$ cat src/rtl/ejector_pkg.sv
// rtl/ejector_pkg.sv - packet field positions, receive-FSM encodings and counter helpers for the ejector
package ejector_pkg;

    localparam int X_DST_MSB     = 31;
    localparam int X_DST_LSB     = 28;
    localparam int Y_DST_MSB     = 27;
    localparam int Y_DST_LSB     = 24;
    localparam int X_SRC_MSB     = 23;
    localparam int X_SRC_LSB     = 20;
    localparam int Y_SRC_MSB     = 19;
    localparam int Y_SRC_LSB     = 16;
    localparam int PACKET_ID_MSB = 15;
    localparam int PACKET_ID_LSB = 6;
    localparam int MODULE_ID_MSB = 5;
    localparam int MODULE_ID_LSB = 0;

    localparam logic [1:0] ST_IDLE    = 2'b00;
    localparam logic [1:0] ST_GRANT   = 2'b01;
    localparam logic [1:0] ST_RELEASE = 2'b10;

    localparam logic [15:0] COUNT_MAX = 16'hFFFF;

    function automatic logic [15:0] sat_inc(input logic [15:0] value);
        return (value == COUNT_MAX) ? value : value + 16'd1;
    endfunction

endpackage

$ cat src/rtl/noc_packet_ejector_if.sv
// rtl/noc_packet_ejector_if.sv - router Local-port Req/Gnt/Full packet handshake
interface noc_packet_ejector_if #(
    parameter int dataWidth = 32
) ();
    logic                 ReqUpStr;
    logic [dataWidth-1:0] PacketIn;
    logic                 GntUpStr;
    logic                 UpStrFull;

    modport master (output ReqUpStr, output PacketIn, input GntUpStr, input UpStrFull);
    modport slave  (input ReqUpStr, input PacketIn, output GntUpStr, output UpStrFull);
endinterface

$ cat src/rtl/ejector_fifo.sv
// rtl/ejector_fifo.sv - DEPTH x WIDTH synchronous FIFO with registered occupancy count
module ejector_fifo #(
    parameter int DEPTH = 4,
    parameter int WIDTH = 32
) (
    input  logic                     clk,
    input  logic                     reset,
    input  logic                     push,
    input  logic [WIDTH-1:0]         push_data,
    input  logic                     pop,
    output logic [WIDTH-1:0]         head,
    output logic [$clog2(DEPTH):0]   count,
    output logic                     full,
    output logic                     empty
);
    localparam int AW = $clog2(DEPTH);

    logic [WIDTH-1:0] mem_q [DEPTH];
    logic [AW-1:0]    wr_ptr_q, wr_ptr_d;
    logic [AW-1:0]    rd_ptr_q, rd_ptr_d;
    logic [AW:0]      count_q, count_d;

    // Pointers are exactly log2(DEPTH) bits so they wrap without compare logic.
    always_comb begin
        wr_ptr_d = wr_ptr_q + AW'(push);
        rd_ptr_d = rd_ptr_q + AW'(pop);
        count_d  = count_q + (AW+1)'(push) - (AW+1)'(pop);
    end

    always_ff @(posedge clk or negedge reset) begin
        if (!reset) begin
            wr_ptr_q <= '0;
            rd_ptr_q <= '0;
            count_q  <= '0;
        end else begin
            wr_ptr_q <= wr_ptr_d;
            rd_ptr_q <= rd_ptr_d;
            count_q  <= count_d;
        end
    end

    always_ff @(posedge clk) begin
        if (push) begin
            mem_q[wr_ptr_q] <= push_data;
        end
    end

    assign head  = mem_q[rd_ptr_q];
    assign count = count_q;
    assign full  = (count_q == (AW+1)'(DEPTH));
    assign empty = (count_q == '0);
endmodule

$ cat src/rtl/noc_packet_ejector.sv
// rtl/noc_packet_ejector.sv - Local-port packet sink with rate-limited drain and checks; EJECTOR_SEQ_CHECK_EN adds per-source ID sequence check
module noc_packet_ejector
    import ejector_pkg::*;
#(
    parameter logic [5:0] routerID     = 6'b000_000,
    parameter int         dataWidth    = 32,
    parameter int         dim          = 4,
    parameter int         DEPTH        = 4,
    parameter int         DRAIN_PERIOD = 4
) (
    input  logic                 clk,
    input  logic                 reset,
    noc_packet_ejector_if.slave  up,
    output logic                 DeliverValid,
    output logic [dataWidth-1:0] DeliverPacket,
    output logic [15:0]          RxCount,
    output logic [15:0]          MisrouteCount,
    output logic [15:0]          SeqErrCount
);
    localparam int              CW        = $clog2(DEPTH) + 1;
    localparam int              TW        = $clog2(DRAIN_PERIOD + 1);
    localparam logic [TW-1:0]   TIMER_MAX = TW'(DRAIN_PERIOD - 1);

    logic [1:0]           state_q, state_d;
    logic                 gnt_q, gnt_d;
    logic [TW-1:0]        timer_q, timer_d;
    logic                 dv_q, dv_d;
    logic [dataWidth-1:0] dp_q, dp_d;
    logic [15:0]          rx_count_q, rx_count_d;
    logic [15:0]          mis_count_q, mis_count_d;

    logic                 push, pop, misroute;
    logic [dataWidth-1:0] head;
    logic [CW-1:0]        fifo_count;
    logic                 fifo_full, fifo_empty;

    ejector_fifo #(.DEPTH(DEPTH), .WIDTH(dataWidth)) u_fifo (
        .clk       (clk),
        .reset     (reset),
        .push      (push),
        .push_data (up.PacketIn),
        .pop       (pop),
        .head      (head),
        .count     (fifo_count),
        .full      (fifo_full),
        .empty     (fifo_empty)
    );

    // RELEASE waits for Req to drop so a request still held from the last grant is not captured twice.
    always_comb begin
        state_d = state_q;
        gnt_d   = 1'b0;
        push    = 1'b0;
        case (state_q)
            ST_IDLE: begin
                if (up.ReqUpStr && !fifo_full) begin
                    push    = 1'b1;
                    gnt_d   = 1'b1;
                    state_d = ST_GRANT;
                end
            end
            ST_GRANT:   state_d = ST_RELEASE;
            ST_RELEASE: if (!up.ReqUpStr) state_d = ST_IDLE;
            default:    state_d = ST_IDLE;
        endcase
    end

    always_comb begin
        pop         = (timer_q == TIMER_MAX) && !fifo_empty;
        timer_d     = pop ? '0 : ((timer_q == TIMER_MAX) ? timer_q : timer_q + TW'(1));
        misroute    = (head[X_DST_LSB +: dim-1] != routerID[5:3]) ||
                      (head[Y_DST_LSB +: dim-1] != routerID[2:0]);
        dv_d        = pop;
        dp_d        = pop ? head : '0;
        rx_count_d  = pop ? sat_inc(rx_count_q) : rx_count_q;
        mis_count_d = (pop && misroute) ? sat_inc(mis_count_q) : mis_count_q;
    end

    always_ff @(posedge clk or negedge reset) begin
        if (!reset) begin
            state_q     <= ST_IDLE;
            gnt_q       <= 1'b0;
            timer_q     <= TIMER_MAX;
            dv_q        <= 1'b0;
            dp_q        <= '0;
            rx_count_q  <= '0;
            mis_count_q <= '0;
        end else begin
            state_q     <= state_d;
            gnt_q       <= gnt_d;
            timer_q     <= timer_d;
            dv_q        <= dv_d;
            dp_q        <= dp_d;
            rx_count_q  <= rx_count_d;
            mis_count_q <= mis_count_d;
        end
    end

`ifdef EJECTOR_SEQ_CHECK_EN
    logic [63:0] seen_q, seen_d;
    logic [9:0]  last_q [64];
    logic [9:0]  last_d [64];
    logic [15:0] seq_count_q, seq_count_d;
    logic [5:0]  src_id;
    logic [9:0]  pkt_id;
    logic        seq_err;

    // The first packet from a source only primes its entry; later ones must follow lastID+1 mod 1024.
    always_comb begin
        src_id  = head[MODULE_ID_MSB:MODULE_ID_LSB];
        pkt_id  = head[PACKET_ID_MSB:PACKET_ID_LSB];
        seen_d  = seen_q;
        last_d  = last_q;
        seq_err = pop && seen_q[src_id] && (pkt_id != last_q[src_id] + 10'd1);
        if (pop) begin
            seen_d[src_id] = 1'b1;
            last_d[src_id] = pkt_id;
        end
        seq_count_d = seq_err ? sat_inc(seq_count_q) : seq_count_q;
    end

    always_ff @(posedge clk or negedge reset) begin
        if (!reset) begin
            seen_q      <= '0;
            seq_count_q <= '0;
            for (int i = 0; i < 64; i++) begin
                last_q[i] <= '0;
            end
        end else begin
            seen_q      <= seen_d;
            last_q      <= last_d;
            seq_count_q <= seq_count_d;
        end
    end

    assign SeqErrCount = seq_count_q;
`else
    assign SeqErrCount = '0;
`endif

    assign up.GntUpStr   = gnt_q;
    assign up.UpStrFull  = (fifo_count == CW'(DEPTH));
    assign DeliverValid  = dv_q;
    assign DeliverPacket = dp_q;
    assign RxCount       = rx_count_q;
    assign MisrouteCount = mis_count_q;
endmodule

$ cat src/flat_wrapper.sv
// flat-port wrapper written by rule: the top's interface ports become plain ports
module noc_packet_ejector_flat import ejector_pkg::*;
#(
    parameter logic [5:0] routerID     = 6'b000_000,
    parameter int         dataWidth    = 32,
    parameter int         dim          = 4,
    parameter int         DEPTH        = 4,
    parameter int         DRAIN_PERIOD = 4
)
  (clk, reset, DeliverValid, DeliverPacket, RxCount, MisrouteCount, SeqErrCount, up_ReqUpStr, up_PacketIn, up_GntUpStr, up_UpStrFull);
  noc_packet_ejector_if #(.dataWidth(dataWidth)) up_i ();
  input  logic clk;
  input  logic reset;
  output logic DeliverValid;
  output logic [dataWidth-1:0] DeliverPacket;
  output logic [15:0] RxCount;
  output logic [15:0] MisrouteCount;
  output logic [15:0] SeqErrCount;
  input wire logic [$bits(up_i.ReqUpStr)-1:0] up_ReqUpStr;
  input wire logic [$bits(up_i.PacketIn)-1:0] up_PacketIn;
  output wire logic [$bits(up_i.GntUpStr)-1:0] up_GntUpStr;
  output wire logic [$bits(up_i.UpStrFull)-1:0] up_UpStrFull;
  assign up_i.ReqUpStr = up_ReqUpStr;
  assign up_i.PacketIn = up_PacketIn;
  assign up_GntUpStr = up_i.GntUpStr;
  assign up_UpStrFull = up_i.UpStrFull;
  noc_packet_ejector #(.routerID(routerID), .dataWidth(dataWidth), .dim(dim), .DEPTH(DEPTH), .DRAIN_PERIOD(DRAIN_PERIOD)) u_core (.clk(clk), .reset(reset), .up(up_i), .DeliverValid(DeliverValid), .DeliverPacket(DeliverPacket), .RxCount(RxCount), .MisrouteCount(MisrouteCount), .SeqErrCount(SeqErrCount));
endmodule
$ cat config.mk
export PLATFORM = sky130hd
export DESIGN_NAME = noc_packet_ejector_flat
export DESIGN_NICKNAME = d
export VERILOG_FILES = /design/src/rtl/ejector_pkg.sv /design/src/rtl/noc_packet_ejector_if.sv /design/src/rtl/ejector_fifo.sv /design/src/rtl/noc_packet_ejector.sv /design/src/flat_wrapper.sv
export SDC_FILE = /design/constraint.sdc
export NUM_CORES = 1
export LEC_CHECK = 0
export CAP_MARGIN = 10
export CORE_MARGIN = 2
export CORE_UTILIZATION = 43
export CTS_CLUSTER_DIAMETER = 200
export DETAILED_ROUTE_END_ITERATION = 6
export HOLD_SLACK_MARGIN = 0.05
export PLACE_DENSITY = 0.73
export SLEW_MARGIN = 30
export SYNTH_ARGS = -nofsm -noshare
export SYNTH_HDL_FRONTEND = slang
export SYNTH_SLANG_ARGS = --single-unit
export TNS_END_PERCENT = 1
$ cat constraint.sdc
create_clock -name clk -period 5.35 [get_ports clk]
set_clock_uncertainty 0.05 [all_clocks]
set_input_delay 0.8025 -clock clk [delete_from_list [all_inputs] [get_ports clk]]
set_output_delay 0.8025 -clock clk [all_outputs]
set_load 0.01 [all_outputs]
==> parameters.txt <==
Parameter                              Value

Run status
  Status ... finished, final reports clean

Synth
  Post-synthesis async set-or-reset flop share ... 37.9%
  Top cells by instance count after synthesis ... sky130_fd_sc_hd__edfxtp_1 (128), sky130_fd_sc_hd__dfrtp_1 (76), sky130_fd_sc_hd__and2_1 (33)
  Most instantiated library cell after synthesis ... sky130_fd_sc_hd__edfxtp_1
  Area leader, netlist ... sky130_fd_sc_hd__edfxtp_1
  Synthesized area per cell ... 17.9 um2
  Most frequently used flop master after synthesis ... sky130_fd_sc_hd__edfxtp_1
  Share of the yosys chip area belonging to registers ... 73.3%
  FF+latch count, synth ... 206
  Number of flops mapped to enable cells by yosys ... 128
  Proportion of netlist area held by the largest area contributor ... 48.6%
  Post-Syn Instances ... 441
  Cell area after synthesis ... 7910 um2
  Total number of yosys warnings ... 0
  Main area contributors after synthesis ... sky130_fd_sc_hd__edfxtp_1 (49%), sky130_fd_sc_hd__dfrtp_1 (24%), sky130_fd_sc_hd__mux4_2 (9.1%)
  Netlist cell types ... 44

STA
  Top achievable clock speed ... 0.339 GHz
  Final setup violation count ... 0
  Max-slew headroom ... 43.9%
  Worst slew pin tran ... 0.841 ns
  RSZ-0062 raised after global routing ... false
  Final hold violations ... 0
  Number of pins with negative max-slew slack in the final report ... 0
  Min Tclk post-route ... 2.95 ns
  Final TNS setup ... 0 ns
  Worst hold slack ... 0.281 ns
  Final period utilization ... 55.1%

Critical path
  Cells along the critical path ... ha_1 -> nand2b_1 -> or2_2 -> inv_1 -> buf_4 -> ha_1 -> inv_1 -> ha_1 -> inv_1 -> fa_1 -> xnor2_1 -> xnor2_1
  Library cell contributing the largest single delay on the critical path ... sky130_fd_sc_hd__dfstp_2
  Cell family contributing the most delay on the critical path ... adder cells
  Highest net fanout along the worst path ... 36
  Critical path launch point type ... flop
  Type of the worst setup path ... reg2reg
  Worst path bufs/invs ... 4
  Critical path required time ... 5.72 ns
  Arrival time worst endpoint ... 3.32 ns
  Endpoint kind of the worst setup timing path ... flop
  Delay contributed by the slowest stage of the critical path ... 0.55 ns

Place
  Number of buffers added on ports ... 101
  HPWL after detailed placement ... 8640 um
  Final estimated routing congestion in global placement ... 0.763

Floorplanning
  # IOs ... 118
  Total die area ... 19500 um2
  Initial Utilization ... 43.9%
  Placeable Area ... 18000 um2
  Number of standard-cell rows in the floorplan ... 49
  Die width ... 140 um
  Die height ... 140 um

Clock tree
  Number of buffers inserted during clock tree synthesis ... 22
  Max clock buf depth ... 3
  Post-CTS clock slew at the launch and capture registers of the worst setup and hold paths ... 0.06 ns
  CTS HTree Levels ... 1
  Library cell used as clock root buffer ... sky130_fd_sc_hd__clkbuf_16
  CTS tree ... done
  Setup Fix Bufs, Post-CTS ... 0
  Number of buffers inserted for hold repair after clock tree synthesis ... 0
  PostCTS Resize Cnt ... 0
  Clock latency on the worst-skew pair ... 0.52 ns
  Clock net sink count ... 206

GRT
  Initial antenna violation count ... 1
  Global-route wire length before repair ... 22500 um
  Pin count of the biggest net entering global routing ... 79
  Number of global-route vias before repair ... 4256
  GRT Residual Overflow ... 0
  Overall global routing resource usage ... 14.5%

Finish
  Share of layout cells above drive strength 1 ... 16.4%
  Area growth from synthesis to layout ... 27.3%
  # nets final ... 601

Route
  Number of detailed-routing iterations run before antenna repair ... 4
  Via density per instance ... 5.06
  DRC errors left ... 0
  Initial drt markers ... 164
  Antenna-violating nets left ... 0
  Total vias in the final route ... 4069
  Drt wl/cell ... 17.4 um
  Routed wire length ... 14000 um

Min path
  Hold Crit Class ... in2async

Power
  Power density cells ... 533 nW/um2
  Total Power ... 0.00537 W
  Pleak ... 3.76 nW
  Maximum vdd drop ... 0.351 mV

Run
  Number of max-cap violations ... 0
-- power breakdown --
group | leakage, nW | switching [W] | total [W] | internal, W
registers | 2.19 | 0.000284 | 0.00234 | 0.00206
clock network | 0.422 | 0.000611 | 0.00179 | 0.00118
logic | 1.15 | 0.000531 | 0.00124 | 0.000713
-- per-stage QoR --
| step | setup WS [ns] | instance area (um2) | utilization, % | instances |
|---|---|---|---|---|
| 2_1_floorplan | 1.41 | 7970 | - | 456 |
| 3_3_place_gp | 2.15 | 9120 | 50.6 | 761 |
| 3_5_place_dp | 2.24 | 9190 | 51.0 | 763 |
| 4_1_cts | 2.35 | 10100 | 55.9 | 803 |
| 5_1_grt | 2.17 | 10100 | 55.9 | 803 |
| 6_report | 2.40 | 10100 | 55.9 | 804 |
-- layer usage --
metal  global-route usage (%)  part of all wire [%]
met1                     18.9                    41
met2                     24.5                    50
met3                     4.06                   6.8
met4                     3.47                   2.0
met5                        0                     0
-- cells in the final DEF (no fill, tap or decap), types with 4 or more instances in the layout --
master,Yosys,layout
sky130_fd_sc_hd__dfrtp_1,76,74
sky130_fd_sc_hd__nor3_1,7,6
sky130_fd_sc_hd__edfxtp_1,128,128
sky130_fd_sc_hd__and2_1,33,33
sky130_fd_sc_hd__nand3_1,9,9
sky130_fd_sc_hd__nand4_1,12,12
sky130_fd_sc_hd__mux2_2,4,4
sky130_fd_sc_hd__nor2_1,13,11
sky130_fd_sc_hd__xnor2_1,17,17
sky130_fd_sc_hd__nand2_1,20,20
sky130_fd_sc_hd__clkbuf_16,0,22
sky130_fd_sc_hd__mux4_2,32,32
sky130_fd_sc_hd__conb_1,1,16
sky130_fd_sc_hd__inv_1,10,10
sky130_fd_sc_hd__clkdlybuf4s50_1,0,100
sky130_fd_sc_hd__bufinv_16,0,8
sky130_fd_sc_hd__xor2_1,13,13
sky130_fd_sc_hd__ha_1,7,7
-- sequential cells by signal, summed over array words and instances, names as in the netlist --
name	flops
u_core.timer_q	3
u_core.u_fifo.rd_ptr_q	2
u_core.DeliverPacket	32
u_core.RxCount	16
u_core.u_fifo.wr_ptr_q	2
u_core.DeliverValid	1
u_core.MisrouteCount	16
u_core.u_fifo.mem_q	128
u_core.state_q	2
u_core.u_fifo.count	3
u_core.up.GntUpStr	1
-- cell families after synthesis --
family | Yosys count | share of synthesized area [%]
AO/OA/AOI/OAI | 10 | 1.39
XOR/XNOR | 30 | 3.32
adder cells (fa/ha/maj) | 8 | 1.36
buffers and inverters | 37 | 2.75
flip-flops | 206 | 73.3
multiplexers | 39 | 10.1
other | 1 | 0.0474
AND/OR/NAND/NOR | 110 | 7.73
-- cell type report --
class	instances	area, um2
flip-flops and latches	206	5800
clock inverters	13	295
diodes	1	2.50
inverters	10	37.5
well taps	229	287
fillers	1396	7950
repair buffers	105	1080
multi-input cells	213	1980
clock buffers	27	589
-- final timing paths --
kind	start	end	slack [ns]	depth (start not counted)
min in group clk	u_core.state_q[1]$_DFFE_PN0P_	u_core.state_q[1]$_DFFE_PN0P_	0.43	1
setup / recovery	u_core.timer_q[0]$_DFFE_PN1P_	u_core.u_fifo.count[2]$_DFF_PN0_	2.40	12
hold reg to reg	u_core.state_q[1]$_DFFE_PN0P_	u_core.state_q[1]$_DFFE_PN0P_	0.43	1
max in group asynchronous	reset	u_core.u_fifo.rd_ptr_q[0]$_DFF_PN0_	4.43	1
hold / removal	reset	u_core.MisrouteCount[1]$_DFFE_PN0P_	0.28	1
setup reg to reg	u_core.timer_q[0]$_DFFE_PN1P_	u_core.u_fifo.count[2]$_DFF_PN0_	2.40	12
Power figures use the tool's default switching activity.
